`src/rtl/lsu_bus_ctrl.sv`:
```
// lsu_bus_ctrl: load/store unit bridging the CPU memory-access state to a variable-latency data bus
module lsu_bus_ctrl #(
  parameter int TIMEOUT_CYCLES = 16
) (
  input  logic        clk,
  input  logic        rst,
  input  logic        req_valid,
  input  logic        req_we,
  input  logic [31:0] req_addr,
  input  logic [31:0] req_wdata,
  input  logic [2:0]  req_funct3,
  output logic        busy,
  output logic        resp_valid,
  output logic        resp_err,
  output logic [31:0] resp_rdata,
  output logic        bus_req,
  output logic        bus_we,
  output logic [31:0] bus_addr,
  output logic [3:0]  bus_wstrb,
  output logic [31:0] bus_wdata,
  input  logic [31:0] bus_rdata,
  input  logic        bus_ack
);
  localparam logic [1:0] S_IDLE = 2'd0;
  localparam logic [1:0] S_BUS  = 2'd1;
  localparam logic [1:0] S_RESP = 2'd2;
  localparam logic [7:0] TO_LAST = 8'(TIMEOUT_CYCLES - 1);
  logic [1:0]  r_state, r_off;
  logic [2:0]  r_f3;
  logic [7:0]  r_cnt;
  logic        r_we, r_err;
  logic [31:0] r_addr, r_wdata, r_rdata;
  logic [3:0]  r_wstrb;
  logic        w_legal, w_align, w_to;
  logic [31:0] w_wdata, w_sh, w_ext;
  logic [3:0]  w_wstrb;
  assign w_legal = req_we ? (req_funct3 <= 3'd2)
                          : (req_funct3 != 3'd3 && req_funct3 != 3'd6 && req_funct3 != 3'd7);
  assign w_align = req_funct3[1] ? (req_addr[1:0] == 2'b00) : req_funct3[0] ? !req_addr[0] : 1'b1;
  assign w_wdata = req_funct3[1:0] == 2'd0 ? {4{req_wdata[7:0]}} :
                   req_funct3[1:0] == 2'd1 ? {2{req_wdata[15:0]}} : req_wdata;
  assign w_wstrb = !req_we ? 4'b0000 :
                   req_funct3[1:0] == 2'd0 ? 4'b0001 << req_addr[1:0] :
                   req_funct3[1:0] == 2'd1 ? 4'b0011 << req_addr[1:0] : 4'b1111;
  // Shift the addressed lane down to bit 0, then extend; f3[2] selects the unsigned variants
  assign w_sh  = bus_rdata >> {r_off, 3'b000};
  assign w_ext = r_f3[1:0] == 2'd0 ? {{24{~r_f3[2] & w_sh[7]}}, w_sh[7:0]} :
                 r_f3[1:0] == 2'd1 ? {{16{~r_f3[2] & w_sh[15]}}, w_sh[15:0]} : bus_rdata;
  assign w_to  = r_cnt == TO_LAST;
  always_ff @(posedge clk) begin
    if (rst) begin
      r_state <= S_IDLE;
      r_off   <= '0;
      r_f3    <= '0;
      r_cnt   <= '0;
      r_we    <= 1'b0;
      r_err   <= 1'b0;
      r_addr  <= '0;
      r_wdata <= '0;
      r_wstrb <= '0;
      r_rdata <= '0;
    end else begin
      case (r_state)
        S_IDLE:
          if (req_valid && w_legal && w_align) begin
            r_state <= S_BUS;
            r_we    <= req_we;
            r_addr  <= {req_addr[31:2], 2'b00};
            r_off   <= req_addr[1:0];
            r_f3    <= req_funct3;
            r_wdata <= w_wdata;
            r_wstrb <= w_wstrb;
            r_cnt   <= '0;
          end else if (req_valid) begin
            r_state <= S_RESP;
            r_err   <= 1'b1;
            r_rdata <= '0;
          end
        S_BUS: begin
          r_cnt <= r_cnt + {7'd0, r_cnt != 8'hff};
          if (bus_ack) begin
            r_state <= S_RESP;
            r_err   <= 1'b0;
            r_rdata <= r_we ? 32'd0 : w_ext;
          end else if (w_to) begin
            r_state <= S_RESP;
            r_err   <= 1'b1;
            r_rdata <= '0;
          end
        end
        default: r_state <= S_IDLE;
      endcase
    end
  end
  assign busy       = r_state != S_IDLE;
  assign bus_req    = r_state == S_BUS;
  assign resp_valid = r_state == S_RESP;
  assign resp_err   = r_err;
  assign resp_rdata = r_rdata;
  assign bus_we     = r_we;
  assign bus_addr   = r_addr;
  assign bus_wstrb  = r_wstrb;
  assign bus_wdata  = r_wdata;
endmodule

```
`config.mk`:
```
export PLATFORM = sky130hd
export DESIGN_NAME = lsu_bus_ctrl
export DESIGN_NICKNAME = d
export VERILOG_FILES = /design/src/rtl/lsu_bus_ctrl.sv
export SDC_FILE = /design/constraint.sdc
export NUM_CORES = 1
export LEC_CHECK = 0
export CAP_MARGIN = 20
export CORE_ASPECT_RATIO = 1.4
export CORE_MARGIN = 2
export CORE_UTILIZATION = 41
export DETAILED_ROUTE_END_ITERATION = 8
export PLACE_DENSITY = 0.76
export SLEW_MARGIN = 20
export SYNTH_ARGS = -nofsm -noshare
export SYNTH_HDL_FRONTEND = slang
export SYNTH_SLANG_ARGS = --single-unit
```
`constraint.sdc`:
```
create_clock -name clk -period 3.5 [get_ports clk]
set_input_delay 0.525 -clock clk [delete_from_list [all_inputs] [get_ports clk]]
set_output_delay 0.525 -clock clk [all_outputs]
set_load 0.05 [all_outputs]
```
# Word level (Yosys, flattened, before mapping)
# Cells that the tools add are included.
[classes]
n_addsub = 1
magnitude_cmp = 1
eq_ne = 14
n_shift = 3
muxes = 28
bitwise_logic = 3
n_reduce_logical = 15
[op_table]
columns = ["operator", "n"]
rows = [
  ["$mux 32", 9],
  ["$pmux 32 s2", 1],
  ["$shr 32x5->16", 1],
  ["$pmux 8 s2", 1],
  ["$mux 4", 3],
  ["$ne 3x3->1 const B", 3],
  ["$add 8x1->8", 1],
  ["$eq 8x4->1 const B", 1],
  ["$logic_not 2->1", 4],
  ["$mux 2", 4],
  ["$mux 8", 1],
  ["$ne 8x8->1 const B", 1],
  ["$mux 1", 7],
  ["$eq 2x1->1 const B", 3],
  ["$ne 2x2->1 const B", 3],
  ["$reduce_and 2->1", 3],
  ["$logic_and 1x1->1", 4],
  ["$pmux 2 s2", 1],
  ["$reduce_and 4->1", 1],
  ["$reduce_bool 2->1", 2],
  ["$shl 1x2->4 const A", 1],
  ["$shl 2x2->4 const A", 1],
  ["$le 3x2->1 const B", 1],
  ["$ne 3x1->1 const B", 1],
  ["6 further kinds", 7],
]
[word_totals]
reg_bits = 115
in_bits = 104
output_inout_bits = 105
wordCells = 75

# Longest topological paths before layout
[logic_depth]
depth_word = 8
mapped_depth = 9
depth_no_buf = 7

# Worst setup path after synthesis
# No wires, ideal clock.
[synth_path]
kind = "in2reg"
start = "in req_addr[0]"
end = "reg r_addr[15] (netlist: bus_addr[15])"
t_arrival_ns = 1.805
required_time_ns = 3.430
slack_ns = 1.625
path_stages = 8
n_path_buf = 2
path_cell_list = "inv_1 -> ha_1 -> nor3b_1 -> o211ai_1 -> buf_2 -> clkbuf_1 -> nand2_1 -> a21oi_1"
[synth_between]
elab_chain_len = 5
word_cells_on_any_way = 6
[synth_rtl]
columns = ["element", "line", "text"]
rows = [
  ["start, declared", "9", "input logic [31:0] req_addr,"],
  ["$logic_not 1->1", "39", "assign w_align = req_funct3[1] ? (req_addr[1:0] == 2'b00) : req_funct3[0] ? !req_addr[0] : 1'b1;"],
  ["$mux 1", "39", ""],
  ["$mux 1 *", "39", ""],
  ["$logic_and 1x1->1 *", "65", "if (req_valid && w_legal && w_align) begin"],
  ["$reduce_and 2->1 (no line) *", "-", ""],
  ["end signal, assigned", "68", "r_addr <= {req_addr[31:2], 2'b00};"],
  ["end, declared", "32", "logic [31:0] r_addr, r_wdata, r_rdata;"],
]
# Mark *: on every way between the ends. The rest lies on a longest branch, timed or not.
# A chain may end at the register's enable or synchronous reset.

# Worst setup path in the final report
[layout_path]
start = "reg r_state[1]"
end = "out bus_req"
[layout_between]
elab_chain_len = 1
[layout_rtl]
columns = ["element", "line", "text"]
rows = [
  ["start, declared", "28", "logic [1:0] r_state, r_off;"],
  ["start signal, assigned", "52", "r_state <= S_IDLE;"],
  ["start signal, assigned", "66", "r_state <= S_BUS;"],
  ["start signal, assigned", "75", "r_state <= S_RESP;"],
  ["$eq 2x1->1", "96", "assign bus_req = r_state == S_BUS;"],
  ["end, declared", "16", "output logic bus_req,"],
]
# No other way between the ends.

==> results.md <==
- Outcome: complete, no violations
- Worst setup EP type: output port
- Logic pwr share: 17.8%
- HP Class: reg -> reg
- Residual DRC: 0
- Peak supply drop: 0.3674 mV
- Post-Layout Cell Count: 995
- Starting DRT DRC Count: 231
- Max cap viols: 0
- Slowest stage delay, CP: 0.79 ns
- CP Launch Type: flip-flop
- H-tree levels: 4
- Site Rows: 49
- Top Ports: 209
- Die extent in y: 138.2 um
- Clock root buffer: clkbuf_16
- Clock transition at path regs: 0.06 ns
- Routed WL: 16.71 mm
- I/O Buffers: 206
- Synth area leader: dfxtp_1
- Post-CTS resize count: 0
- Dpl cells: 963
- Total CTS buffers: 17
- Max Slew Vio Count: 0
- # diodes: 0
- Worst EP required: 2.97 ns
- YS warnings: 0
- Clk sink count: 115
- Multi-input gate area: 2625 um^2
- Die area: 13,810 um^2
- Share of cells above drive strength 1: 6.651%
- Arr. time, crit path: 2.28 ns
- First-pass DRT Iterations: 8
- Internal: 0.002619 W
- Syn Area/Cell: 8.157 um^2
- Total global-route track usage: 24.38%
- Final ANT Viol Nets: 0
- PD cells: 468.9 nW/um^2
- Post-synth top cells: nand2_1, dfxtp_1, a21oi_1
- Most frequent cell after synthesis: nand2_1
- CP cell instances: nand2b_1 > clkinv_1 > clkdlybuf4s50_1
- Core area: 12,690 um^2
- Vias in the first global route: 5,338
- Sw Ratio: 29.63%
- CP max FO: 10
- Max Clock Skew: 0.008573 ns
- Register Area: 2302 um^2
- Synth cell types: 49
- Seq pwr share: 37.3%
- Setup TNS after final layout: 0 ns
- CTS tree: done
- Switch Pwr: 0.001103 W
- Cell Area, Synth: 5278 um^2
- Nets: 939
- Final WS setup: 0.6930 ns
- Worst-Margin Slew: 1.053 ns
- First-pass GRT wire length: 26.74 mm
- Yosys top cell area share: 43.62%
- Avg WL per Cell: 16.79 um
- Slowest CP cell: clkdlybuf4s50_1
- Worst slack, placed: 0.6253 ns
- Register area share after synthesis: 43.62%
- RSZ-0062 raised after global routing: no
- Max-slew headroom: 29.52%
- Grt ovf: 0
- Crit path kind: reg -> out
- Fmax: 356.3 MHz
- Top FF cell, synth: dfxtp_1
- Final setup fails: 0
- Area growth syn-to-layout: 50.38%
- Hold-fix buffers, CTS: 0
- Tmin final: 2.807 ns
- Fin. Hold Viols: 0
- Via density: 5.474
- Post-CTS setup buffers: 0
- Crit share post-route: 80.20%
- Post-DP HPWL: 12.19 mm
- Max Buffers Root-to-Sink: 2
- Leak: 2.825 nW
- Synthesized instance count: 647
- Worst-Skew Late Latency: 0.41 ns
- Number of synthesized flops with an enable pin: 0
- Top cells by area, synth: dfxtp_1, nand2_1, a21oi_1
- FILL cells: 1,101
- FF+latch count, synth: 115
- Ys async rst share: 0%
- GPL Wtd Cong: 0.9053
- Clock share of power: 44.8%
- Via count: 5,447
- Starting Density: 41.59%
- Initial antenna violation count: 0
- DIE WIDTH: 99.89 um
- Largest net degree at the start of global routing: 50
## layer usage
metal | share of wire [%] | track usage (%)
met5 | 0 | 0
met2 | 51 | 40.75
met4 | 3.7 | 11.54
met1 | 39 | 28.12
met3 | 6.9 | 7.583
## registers in the layout, summed over array words and instances, names as in the netlist, 2 cells and up
name	flops
bus_addr	30
bus_wdata	32
bus_wstrb	4
r_cnt	8
r_f3	3
r_off	2
r_state	2
resp_rdata	32
## cells in the final DEF, fill, tap and decap left out, types with 2 or more instances in the layout
| cell type | instances |
|---|---|
| inv_1 | 22 |
| o211ai_1 | 12 |
| or2_2 | 3 |
| inv_6 | 7 |
| o31ai_1 | 8 |
| mux2i_1 | 24 |
| o221ai_1 | 5 |
| dfxtp_1 | 115 |
| nand2_1 | 137 |
| nand4_1 | 2 |
| a311oi_1 | 11 |
| a31oi_1 | 9 |
| and2_1 | 2 |
| clkdlybuf4s50_1 | 205 |
| o22ai_1 | 7 |
| nor4_1 | 2 |
| nand2b_1 | 3 |
| buf_4 | 11 |
| nor2b_1 | 11 |
| nor2_1 | 26 |
| nand3_1 | 5 |
| a2bb2oi_1 | 6 |
| nor3_1 | 2 |
| o21ai_0 | 25 |
| clkbuf_16 | 17 |
| clkinvlp_4 | 4 |
| conb_1 | 2 |
| a211oi_1 | 10 |
| o2bb2ai_1 | 19 |
| a21oi_1 | 99 |
| ha_1 | 6 |
## stage by stage
stage                     hold slack (ns)  util (%)  area (um^2)  total power (W)
final                              0.4543     62.54         7936         0.003722
after global routing               0.4757     62.54         7936         0.003873
after CTS                          0.4550     62.54         7936         0.003750
after detailed placement           0.4473     58.03         7365         0.002079
after global placement             0.4413     58.03         7365         0.002066
after floorplan                    0.4501         -         5281         0.001796
## worst max-delay path, delay by kind of cell, from the launching register on
kind	cells	cell delay (ns)
AND/OR/NAND/NOR	1	0.36
buffers and inverters	2	1.10
flip-flops	1	0.42
## power by group through the flow
stage	registers [W]	clock network [W]	logic [W]
finish	0.00139	0.00167	0.000663
global route	0.00140	0.00177	0.000707
CTS	0.00139	0.00170	0.000665
detailed placement	0.00142	0	0.000662
global placement	0.00142	0	0.000651
floorplan	0.00156	0	0.000235
## area by class of cell
cell class                      count  area share, %
Multi-Input combinational cell    454          33.08
Sequential cell                   115          29.01
Timing Repair Buffer              218          27.21
Clock buffer                       17          5.360
Tap cell                          153          2.412
Clock inverter                     15          1.845
Inverter                           23          1.088
## final timing paths
path | start | endpoint | slack, ns | cells past startpoint
worst max-delay path | r_state[1]$_SDFFE_PP0P_ | bus_req | 0.69 | 3
worst min register to register | bus_addr[2]$_SDFFE_PP0N_ | bus_addr[2]$_SDFFE_PP0N_ | 0.45 | 2
worst max register to register | r_off[1]$_SDFFE_PP0N_ | resp_rdata[28]$_SDFFE_PP0P_ | 1.45 | 3
worst min-delay path | bus_addr[2]$_SDFFE_PP0N_ | bus_addr[2]$_SDFFE_PP0N_ | 0.45 | 2
## cell families (layout without fill, tap and decap cells)
family	after synthesis	in the layout	share of synthesized area, %
adders and majority gates	6	6	1.422
buffers and inverters	79	273	6.851
AOI/OAI and AO/OA	221	221	26.86
and+or+nand+nor	199	199	15.98
muxes	26	26	5.192
other	1	2	0.07106
DFF	115	115	43.62
No activity file was read; power rests on OpenSTA's default activity.
